$ cat src/rtl/mult_arb_pkg.sv
// mult_arb_pkg: shared state encoding and operand width for the multiplier arbiter.
package mult_arb_pkg;
    typedef enum logic [1:0] {IDLE, CALC, RESP} state_t;
    localparam int MULT_W = 16;
endpackage

$ cat src/rtl/mult.sv
// mult: combinational 16x16 unsigned array multiplier with split 32-bit product.
module mult (
    input  logic [15:0] a,
    input  logic [15:0] b,
    output logic [15:0] hi,
    output logic [15:0] lo
);
    assign {hi, lo} = a * b;
endmodule

$ cat src/rtl/rr_pick.sv
// rr_pick: combinational round-robin picker; first valid requester at or after ptr wins.
module rr_pick #(
    parameter int NREQ = 2,
    parameter int IDW  = 1
) (
    input  logic [NREQ-1:0] req_valid,
    input  logic [IDW-1:0]  ptr,
    output logic [NREQ-1:0] grant,
    output logic [IDW-1:0]  id
);
    logic found;
    always_comb begin
        grant = '0;
        id    = '0;
        found = 1'b0;
        for (int k = 0; k < NREQ; k++) begin
            for (int j = 0; j < NREQ; j++) begin
                if (!found && j == (int'(ptr) + k) % NREQ && req_valid[j]) begin
                    found    = 1'b1;
                    grant[j] = 1'b1;
                    id       = IDW'(j);
                end
            end
        end
    end
endmodule

$ cat src/rtl/mult_arbiter.sv
// mult_arbiter: round-robin sharing of one mult among NREQ requesters.
// Operands are registered before mult so the multiplier path is register-to-register.
module mult_arbiter
    import mult_arb_pkg::*;
#(
    parameter int NREQ = 2,
    parameter int IDW  = 1
) (
    input  logic                   clk,
    input  logic                   rst,
    input  logic [NREQ-1:0]        req_valid,
    output logic [NREQ-1:0]        req_ready,
    input  logic [MULT_W*NREQ-1:0] req_a,
    input  logic [MULT_W*NREQ-1:0] req_b,
    output logic                   resp_valid,
    input  logic                   resp_ready,
    output logic [IDW-1:0]         resp_id,
    output logic [MULT_W-1:0]      resp_hi,
    output logic [MULT_W-1:0]      resp_lo,
    output logic                   busy
);
    state_t state_q, state_d;
    logic [IDW-1:0] ptr_q, ptr_d, id_q, id_d, pick_id;
    logic [NREQ-1:0] grant;
    logic [MULT_W-1:0] a_q, a_d, b_q, b_d, hi_q, hi_d, lo_q, lo_d, m_hi, m_lo;
    logic valid_q, valid_d, busy_q, busy_d, take;

    rr_pick #(.NREQ(NREQ), .IDW(IDW)) u_pick (
        .req_valid(req_valid),
        .ptr      (ptr_q),
        .grant    (grant),
        .id       (pick_id)
    );

    mult u_mult (.a(a_q), .b(b_q), .hi(m_hi), .lo(m_lo));

    assign req_ready = (state_q == IDLE && !rst) ? grant : '0;
    assign take      = |(req_valid & req_ready);

    always_comb begin
        state_d = state_q;
        ptr_d   = ptr_q;
        id_d    = id_q;
        a_d     = a_q;
        b_d     = b_q;
        hi_d    = hi_q;
        lo_d    = lo_q;
        case (state_q)
            IDLE: if (take) begin
                state_d = CALC;
                ptr_d   = (int'(pick_id) == NREQ - 1) ? '0 : pick_id + 1'b1;
                id_d    = pick_id;
                a_d     = req_a[MULT_W*int'(pick_id) +: MULT_W];
                b_d     = req_b[MULT_W*int'(pick_id) +: MULT_W];
            end
            CALC: begin
                state_d = RESP;
                hi_d    = m_hi;
                lo_d    = m_lo;
            end
            RESP: state_d = resp_ready ? IDLE : RESP;
            default: state_d = IDLE;
        endcase
        valid_d = state_d == RESP;
        busy_d  = state_d != IDLE;
    end

    always_ff @(posedge clk or posedge rst) begin
        if (rst) begin
            state_q <= IDLE;
            ptr_q   <= '0;
            id_q    <= '0;
            a_q     <= '0;
            b_q     <= '0;
            hi_q    <= '0;
            lo_q    <= '0;
            valid_q <= 1'b0;
            busy_q  <= 1'b0;
        end else begin
            state_q <= state_d;
            ptr_q   <= ptr_d;
            id_q    <= id_d;
            a_q     <= a_d;
            b_q     <= b_d;
            hi_q    <= hi_d;
            lo_q    <= lo_d;
            valid_q <= valid_d;
            busy_q  <= busy_d;
        end
    end

    assign resp_valid = valid_q;
    assign resp_id    = id_q;
    assign resp_hi    = hi_q;
    assign resp_lo    = lo_q;
    assign busy       = busy_q;
endmodule

$ cat config.mk
export PLATFORM = sky130hd
export DESIGN_NAME = mult_arbiter
export DESIGN_NICKNAME = d
export VERILOG_FILES = /design/src/rtl/mult_arb_pkg.sv /design/src/rtl/mult.sv /design/src/rtl/rr_pick.sv /design/src/rtl/mult_arbiter.sv
export SDC_FILE = /design/constraint.sdc
export NUM_CORES = 1
export LEC_CHECK = 0
export CAP_MARGIN = 40
export CORE_MARGIN = 3
export CORE_UTILIZATION = 25
export DETAILED_ROUTE_END_ITERATION = 16
export PLACE_DENSITY_LB_ADDON = 0.3
export REMOVE_ABC_BUFFERS = 1
export SYNTH_ARGS = -nofsm -noshare
export SYNTH_HDL_FRONTEND = slang
export SYNTH_SLANG_ARGS = --single-unit
$ cat constraint.sdc
create_clock -name clk -period 10.6 [get_ports clk]
set_clock_uncertainty 0.1 [all_clocks]
set_input_delay 1.59 -clock clk [delete_from_list [all_inputs] [get_ports clk]]
set_output_delay 1.59 -clock clk [all_outputs]
set_load 0.1 [all_outputs]
==> key figures, run 1 <==
STA
  – Worst Tran Pin Value: 0.7748 ns
  – Max-slew violation count: 0
  – Shortest clock period the worst path allows after layout: 6.536 ns
  – Share of the clock period used by the worst path: 0.6166
  – Finish-stage setup viols: 0
  – Final number of hold-violating endpoints: 0
  – Unrepaired setup endpoints after global routing: false
  – Fmax: 153.0 MHz
  – Sum Neg Setup Slack: 0 ns
  – Worst slew margin relative to its limit: 0.4835

Worst hold path
  – Hold path startpoint: resp_hi[3]
  – Number of cells on the worst hold path: 2
  – End point of the worst hold path: resp_hi[3]
  – Hold WC Path Type: reg -> reg

Synthesis
  – Cells after Synth: 1,261
  – Mean cell area of the mapped netlist: 8.965 um2
  – Cell area after technology mapping: 11,300 um2
  – Prevailing post-synth register cell: sky130_fd_sc_hd__dfrtp_1
  – Post-synthesis async set-or-reset flop share: 1.000
  – Number of storage elements in the synthesis netlist: 70
  – Number of distinct library cells after synthesis: 52
  – Number of flops mapped to enable cells by yosys: 0
  – Proportion of synthesized chip area in sequential cells: 0.1550
  – Number of warnings issued by yosys: 0

Floorplanning
  – Die ar.: 47,810 um2
  – Floorplan Core Area: 44,410 um2
  – Horizontal extent of the die: 218.6 um
  – I/O pins: 106
  – Rows: 77
  – Effective utilization at floorplan: 0.2545
  – Die Y-Extent: 218.6 um

Flow run
  – Max cap viols: 0

Layout
  – Fraction of layout cells with a size suffix above 1: 0.05576
  – Nets: 1,725
  – N_diodes: 0
  – Area growth from synthesis to layout: 23.86%

Worst setup path
  – End of the worst register-to-register path: resp_hi[14]
  – Data arrival at the endpoint of the critical path: 6.67 ns
  – Reg2reg setup slack: 4.06 ns
  – Worst Reg-to-Reg Cells: 20
  – Crit Path Category: reg -> reg
  – Reg-to-Reg Start: b_q[7]
  – Worst-path fanout max: 17
  – Worst Setup SP: b_q[7]
  – CP required: 10.74 ns
  – Kind of capture point of the worst setup path: register
  – Startpoint class of the critical path: register

Global routing
  – Overflow left after global routing: 0
  – Global-route usage over all layers: 0.1401
  – Global-route wire length before repair: 51,780 um
  – Via count of the first global-routing pass: 9,462
  – Initial antenna violation count: 0
  – Maximum number of pins on one net before global-route repair: 53

Drt
  – Total wire length: 32,240 um
  – Remaining design rule violation count: 0
  – First-pass DRT Iterations: 6
  – Violation count after the first detailed-route iteration: 308
  – ANT nets after route: 0
  – Routed length per instance: 16.49 um
  – Overall via count from detail_route: 8,731
  – Number of vias per cell after detailed routing: 4.466

Clocking
  – Clock latency of the later-clocked register in the worst-skew pair: 0.36 ns
  – Total setup buffers inserted after CTS: 0
  – Number of buffers created by CTS: 9
  – Clock tree from TritonCTS: built
  – Hold buffer count at CTS: 0
  – CTS sink cnt: 70
  – CTS Root Cell: sky130_fd_sc_hd__clkbuf_16
  – Post-cts repair resize count: 0
  – Register clock-pin slew on the reported worst setup and hold paths: 0.06 ns
  – Total number of H-tree levels: 3
  – Maximum number of buffers from clock root to sink: 2

Placed design
  – Final Wtd Congestion: 0.8331
  – Number of I/O port buffers: 105
  – HPWL Detailed: 25,540 um

Status
  – Run status: completed
layer usage:
layer  track usage  part of all wire
met1        0.1803              0.43
met2        0.2483              0.51
met3       0.01641             0.032
met4       0.03805             0.020
met5             0                 0
worst max-delay path by stage:
stage             endpoint  slack, ns  cells past startpoint
3_5_place_dp   resp_hi[14]       4.21                     20
4_1_cts        resp_hi[14]       4.15                     20
3_3_place_gp   resp_hi[10]       4.17                     20
5_1_grt        resp_hi[14]       3.71                     20
6_report       resp_hi[14]       4.06                     20
2_1_floorplan   resp_hi[8]       5.00                     19
critical path, stage by stage (launching register included):
cell,delay (ns)
sky130_fd_sc_hd__dfrtp_1,0.79
sky130_fd_sc_hd__nand2_1,0.17
sky130_fd_sc_hd__fa_1,0.57
sky130_fd_sc_hd__inv_1,0.05
sky130_fd_sc_hd__fa_1,0.50
sky130_fd_sc_hd__inv_1,0.06
sky130_fd_sc_hd__fa_1,0.53
sky130_fd_sc_hd__inv_1,0.05
sky130_fd_sc_hd__fa_1,0.45
sky130_fd_sc_hd__fa_1,0.49
sky130_fd_sc_hd__inv_1,0.05
sky130_fd_sc_hd__fa_1,0.48
sky130_fd_sc_hd__inv_1,0.04
sky130_fd_sc_hd__ha_1,0.47
sky130_fd_sc_hd__nand3_1,0.17
sky130_fd_sc_hd__nand2b_1,0.23
sky130_fd_sc_hd__nor3_1,0.30
sky130_fd_sc_hd__o31ai_1,0.20
sky130_fd_sc_hd__a21oi_1,0.40
sky130_fd_sc_hd__o31a_1,0.21
sky130_fd_sc_hd__o22ai_1,0.07
synthesized netlist by cell type (2+ instances only):
cell type / count / area, um2
sky130_fd_sc_hd__o31a_1: 2 / 17.52
sky130_fd_sc_hd__nand4_1: 5 / 31.28
sky130_fd_sc_hd__nand2_1: 263 / 987.2
sky130_fd_sc_hd__o21bai_1: 2 / 15.01
sky130_fd_sc_hd__o21ai_0: 35 / 175.2
sky130_fd_sc_hd__mux2i_1: 2 / 20.02
sky130_fd_sc_hd__fa_1: 194 / 3884
sky130_fd_sc_hd__a21oi_1: 29 / 145.1
sky130_fd_sc_hd__a221oi_1: 2 / 17.52
sky130_fd_sc_hd__buf_2: 5 / 25.02
sky130_fd_sc_hd__nand2b_1: 4 / 25.02
sky130_fd_sc_hd__o311ai_0: 2 / 17.52
sky130_fd_sc_hd__xnor2_1: 14 / 122.6
sky130_fd_sc_hd__a41oi_1: 2 / 17.52
sky130_fd_sc_hd__a211o_1: 3 / 26.28
sky130_fd_sc_hd__nor2_1: 13 / 48.80
sky130_fd_sc_hd__o21ai_1: 2 / 10.01
sky130_fd_sc_hd__clkbuf_1: 53 / 198.9
sky130_fd_sc_hd__a21o_1: 13 / 97.59
sky130_fd_sc_hd__clkbuf_8: 2 / 27.53
sky130_fd_sc_hd__inv_1: 223 / 837.1
sky130_fd_sc_hd__nor3_1: 5 / 25.02
sky130_fd_sc_hd__xor2_1: 11 / 96.34
sky130_fd_sc_hd__ha_1: 104 / 1301
sky130_fd_sc_hd__a211oi_1: 2 / 15.01
sky130_fd_sc_hd__a31oi_1: 5 / 31.28
sky130_fd_sc_hd__and2_1: 118 / 738.2
sky130_fd_sc_hd__o211ai_1: 3 / 22.52
sky130_fd_sc_hd__and3_1: 6 / 37.54
sky130_fd_sc_hd__buf_6: 2 / 22.52
sky130_fd_sc_hd__dfrtp_1: 70 / 1752
sky130_fd_sc_hd__nor2b_1: 3 / 18.77
sky130_fd_sc_hd__a22oi_1: 32 / 240.2
sky130_fd_sc_hd__nand3_1: 12 / 60.06
cells by family (layout without fill, tap and decap cells):
group                    Yosys count  count (layout)  synth area share
AO/OA/AOI/OAI                    145             145           0.08766
XOR/XNOR                          25              25           0.01937
adder cells (fa/ha/maj)          298             298            0.4587
buffers and inverters            287             389           0.09906
flip-flops                        70              70            0.1550
multiplexers                       2               2          0.001771
AND/OR/NAND/NOR                  434             434            0.1785
sequential cells by signal (all words and copies together) (netlist names):
signal	cells
b_q	16
state_q	2
ptr_q	1
resp_valid	1
resp_id	1
resp_hi	16
resp_lo	16
a_q	16
busy	1
area by class of cell:
class | count | area (um2)
clock buffer | 11 | 242.7
clock inverter | 5 | 58.81
fill | 4598 | 30410
inverter | 223 | 838.3
multi-input combinational | 904 | 8441
sequential | 70 | 1752
tap | 592 | 740.7
timing repair buffer | 150 | 1929
placed cells by master (no fill, tap or decap), types with 4 or more instances in the layout:
cell type and n:
sky130_fd_sc_hd__nand2_1 263, sky130_fd_sc_hd__inv_1 222, sky130_fd_sc_hd__fa_1 194, sky130_fd_sc_hd__and2_1 118
sky130_fd_sc_hd__clkdlybuf4s50_1 105, sky130_fd_sc_hd__ha_1 104, sky130_fd_sc_hd__dfrtp_1 70, sky130_fd_sc_hd__o21ai_0 35
sky130_fd_sc_hd__a22oi_1 32, sky130_fd_sc_hd__a21oi_1 29, sky130_fd_sc_hd__buf_16 20, sky130_fd_sc_hd__buf_8 17
sky130_fd_sc_hd__xnor2_1 14, sky130_fd_sc_hd__a21o_1 13, sky130_fd_sc_hd__nand3_1 12, sky130_fd_sc_hd__nor2_1 12
sky130_fd_sc_hd__xor2_1 11, sky130_fd_sc_hd__clkbuf_16 9, sky130_fd_sc_hd__buf_4 7, sky130_fd_sc_hd__a31oi_1 5
sky130_fd_sc_hd__nand4_1 5, sky130_fd_sc_hd__nor3_1 5, sky130_fd_sc_hd__and3_1 4
through the flow:
step | cells | setup slack (ns) | utilization | hold slack, ns | area [um2]
2_1_floorplan | 1197 | 5.003 | - | 0.4214 | 11020
3_3_place_gp | 1900 | 4.170 | 0.2897 | 0.3634 | 12870
3_5_place_dp | 1939 | 4.213 | 0.3085 | 0.3703 | 13700
4_1_cts | 1955 | 4.146 | 0.3153 | 0.3855 | 14000
5_1_grt | 1955 | 3.712 | 0.3153 | 0.4155 | 14000
6_report | 1955 | 4.064 | 0.3153 | 0.3808 | 14000
Power of run 1 is left out: the tool's default activity adds up to more than one toggle a clock period on the data nets, which glitch-free logic cannot reach.
==> run 2, diff against run 1 <==
Clock period 10.6 ns to 6.6 ns, I/O delays scaled along.
==> run 2 against run 1 <==
  * Critical path depth down 4
  * Register-to-register slack got worse by 3.8 ns
  * First-iteration DRC count is 44% higher
  * Cell count grew 0.72%
  * Largest cell class unchanged
  * Global-route usage up 0.14 points
  * Design area increased by 0.70%
  * Worst setup slack lost 3.8 ns
  * Via count up 0.80%
  * Maximum frequency up 3.4%
  * Sequential share of layout area about the same
  * Sequential cell count did not move
  * Non-clock buffer count rose by 13
  * Critical endpoint unchanged
==> key figures, run 2 (synthesis gave the netlist of run 1 again) <==
Flow run
  – Max cap viols: 0

Layout
  – Fill cell instance count of the final layout: 4,572
  – Final design area excluding fillers: 14,100 um2
  – Leading cell type in the layout, fill and taps excluded: sky130_fd_sc_hd__nand2_1
  – Fraction of layout cells with a size suffix above 1: 0.07195
  – Nets: 1,738
  – Area growth from synthesis to layout: 24.73%
  – Sequential cell area in the final layout: 1764 um2
  – Footprint of the multi-input gates: 8441 um2
  – Commonest cells after routing, fill and taps aside: sky130_fd_sc_hd__nand2_1, sky130_fd_sc_hd__inv_1, sky130_fd_sc_hd__fa_1

Drt
  – Violation count after the first detailed-route iteration: 444
  – Routed length per instance: 16.36 um
  – Overall via count from detail_route: 8,801
  – Remaining design rule violation count: 0
  – Number of vias per cell after detailed routing: 4.470
  – ANT nets after route: 0
  – First-pass DRT Iterations: 5
  – Total wire length: 32,200 um

Worst hold path
  – End point of the worst hold path: resp_hi[3]
  – Number of cells on the worst hold path: 2
  – Hold WC Path Type: reg -> reg
  – Hold path startpoint: resp_hi[3]

Placed design
  – HPWL Detailed: 26,060 um
  – DP Area: 13,790 um2
  – Final Wtd Congestion: 0.8288
  – Number of I/O port buffers: 105

Worst setup path
  – Data arrival at the endpoint of the critical path: 6.45 ns
  – Worst Reg-to-Reg Cells: 16
  – Worst-path fanout max: 13
  – Crit Path Category: reg -> reg
  – Kind of capture point of the worst setup path: register
  – End of the worst register-to-register path: resp_hi[14]
  – CP required: 6.73 ns
  – Reg-to-Reg Start: a_q[9]
  – Reg2reg setup slack: 0.28 ns
  – Startpoint class of the critical path: register

Floorplanning
  – Die ar.: 47,810 um2
  – I/O pins: 106
  – Effective utilization at floorplan: 0.2545
  – Horizontal extent of the die: 218.6 um
  – Die Y-Extent: 218.6 um
  – Floorplan Core Area: 44,410 um2
  – Rows: 77

Clocking
  – Clock latency of the later-clocked register in the worst-skew pair: 0.36 ns
  – CTS Root Cell: sky130_fd_sc_hd__clkbuf_16
  – Clock tree from TritonCTS: built
  – Total number of H-tree levels: 3
  – Maximum number of buffers from clock root to sink: 2
  – Total setup buffers inserted after CTS: 0
  – CTS sink cnt: 70
  – Number of buffers created by CTS: 9
  – Hold buffer count at CTS: 0
  – Register clock-pin slew on the reported worst setup and hold paths: 0.07 ns

Global routing
  – Global-route wire length before repair: 52,500 um
  – Maximum number of pins on one net before global-route repair: 52
  – Overflow left after global routing: 0
  – Initial antenna violation count: 0
  – Via count of the first global-routing pass: 9,695
  – Global-route usage over all layers: 0.1415

STA
  – Worst Tran Pin Value: 0.7148 ns
  – Shortest clock period the worst path allows after layout: 6.321 ns
  – Max-slew violation count: 0
  – Fmax: 158.2 MHz
  – Hold slack: 0.3788 ns
  – Share of the clock period used by the worst path: 0.9577
  – Sum Neg Setup Slack: 0 ns
  – Unrepaired setup endpoints after global routing: false
  – Final number of hold-violating endpoints: 0
  – Worst slew margin relative to its limit: 0.5235
  – Finish-stage setup viols: 0

Status
  – Run status: completed
==> run 2: cell count changes in the layout (fill, tap and decap cells not counted) <==
cell                         before  now
sky130_fd_sc_hd__diode_2          0    1
sky130_fd_sc_hd__buf_4            7   20
sky130_fd_sc_hd__clkinv_2         2    1
sky130_fd_sc_hd__clkinvlp_4       2    3
sky130_fd_sc_hd__buf_8           17   18
sky130_fd_sc_hd__clkbuf_8         1    0
sky130_fd_sc_hd__dfrtp_1         70   60
sky130_fd_sc_hd__buf_16          20   19
sky130_fd_sc_hd__dfrtp_2          0   10
sky130_fd_sc_hd__inv_6            0    1
==> run 2: area by class of cell <==
class | count | area share
Multi-Input combinational cell | 904 | 0.5986
Tap cell | 592 | 0.05253
Timing Repair Buffer | 163 | 0.1429
Antenna cell | 1 | 0.0001775
Sequential cell | 70 | 0.1251
Inverter | 223 | 0.05946
Clock inverter | 6 | 0.004969
Clock buffer | 10 | 0.01624
==> run 2: critical path, cell delays in order, from the launching register on <==
cell and delay, ns:
sky130_fd_sc_hd__dfrtp_1 0.72, sky130_fd_sc_hd__nand2_1 0.15, sky130_fd_sc_hd__fa_1 0.51, sky130_fd_sc_hd__fa_1 0.58
sky130_fd_sc_hd__fa_1 0.45, sky130_fd_sc_hd__fa_1 0.54, sky130_fd_sc_hd__inv_1 0.05, sky130_fd_sc_hd__fa_1 0.49
sky130_fd_sc_hd__fa_1 0.45, sky130_fd_sc_hd__ha_1 0.38, sky130_fd_sc_hd__a21oi_1 0.17, sky130_fd_sc_hd__o21ai_0 0.22
sky130_fd_sc_hd__buf_4 0.21, sky130_fd_sc_hd__o31ai_1 0.59, sky130_fd_sc_hd__a21oi_1 0.26, sky130_fd_sc_hd__a31oi_1 0.22
sky130_fd_sc_hd__o22ai_1 0.10
==> run 2: routing by layer <==
layer  part of all wire  track usage
met1               0.43       0.1808
met2               0.50       0.2501
met3              0.043      0.02002
met4              0.021      0.03740
met5                  0            0
==> run 2: stage by stage <==
| step | util | instances | setup slack, ns |
|---|---|---|---|
| final | 0.3175 | 1969 | 0.2791 |
| after global routing | 0.3174 | 1968 | 0.001591 |
| after CTS | 0.3171 | 1968 | 0.2341 |
| after detailed placement | 0.3104 | 1952 | 0.2805 |
| after global placement | 0.2919 | 1913 | 0.2952 |
| after floorplan | - | 1197 | 1.003 |
==> run 2: worst max-delay path by stage <==
stage	from	to	slack (ns)
final	a_q[9]	resp_hi[14]	0.28
after global routing	a_q[13]	resp_hi[14]	0.002
after CTS	b_q[7]	resp_hi[14]	0.23
after detailed placement	b_q[7]	resp_hi[14]	0.28
after global placement	b_q[7]	resp_hi[10]	0.30
after floorplan	a_q[9]	resp_hi[8]	1.00
==> run 2: repair_timing <==
item                                    4_1_cts  5_1_grt
endpoints found under the setup margin        0        2
endpoints found under the hold margin         0        0
gates resized for setup                       0       10
Power of run 2 is left out for the same reason.
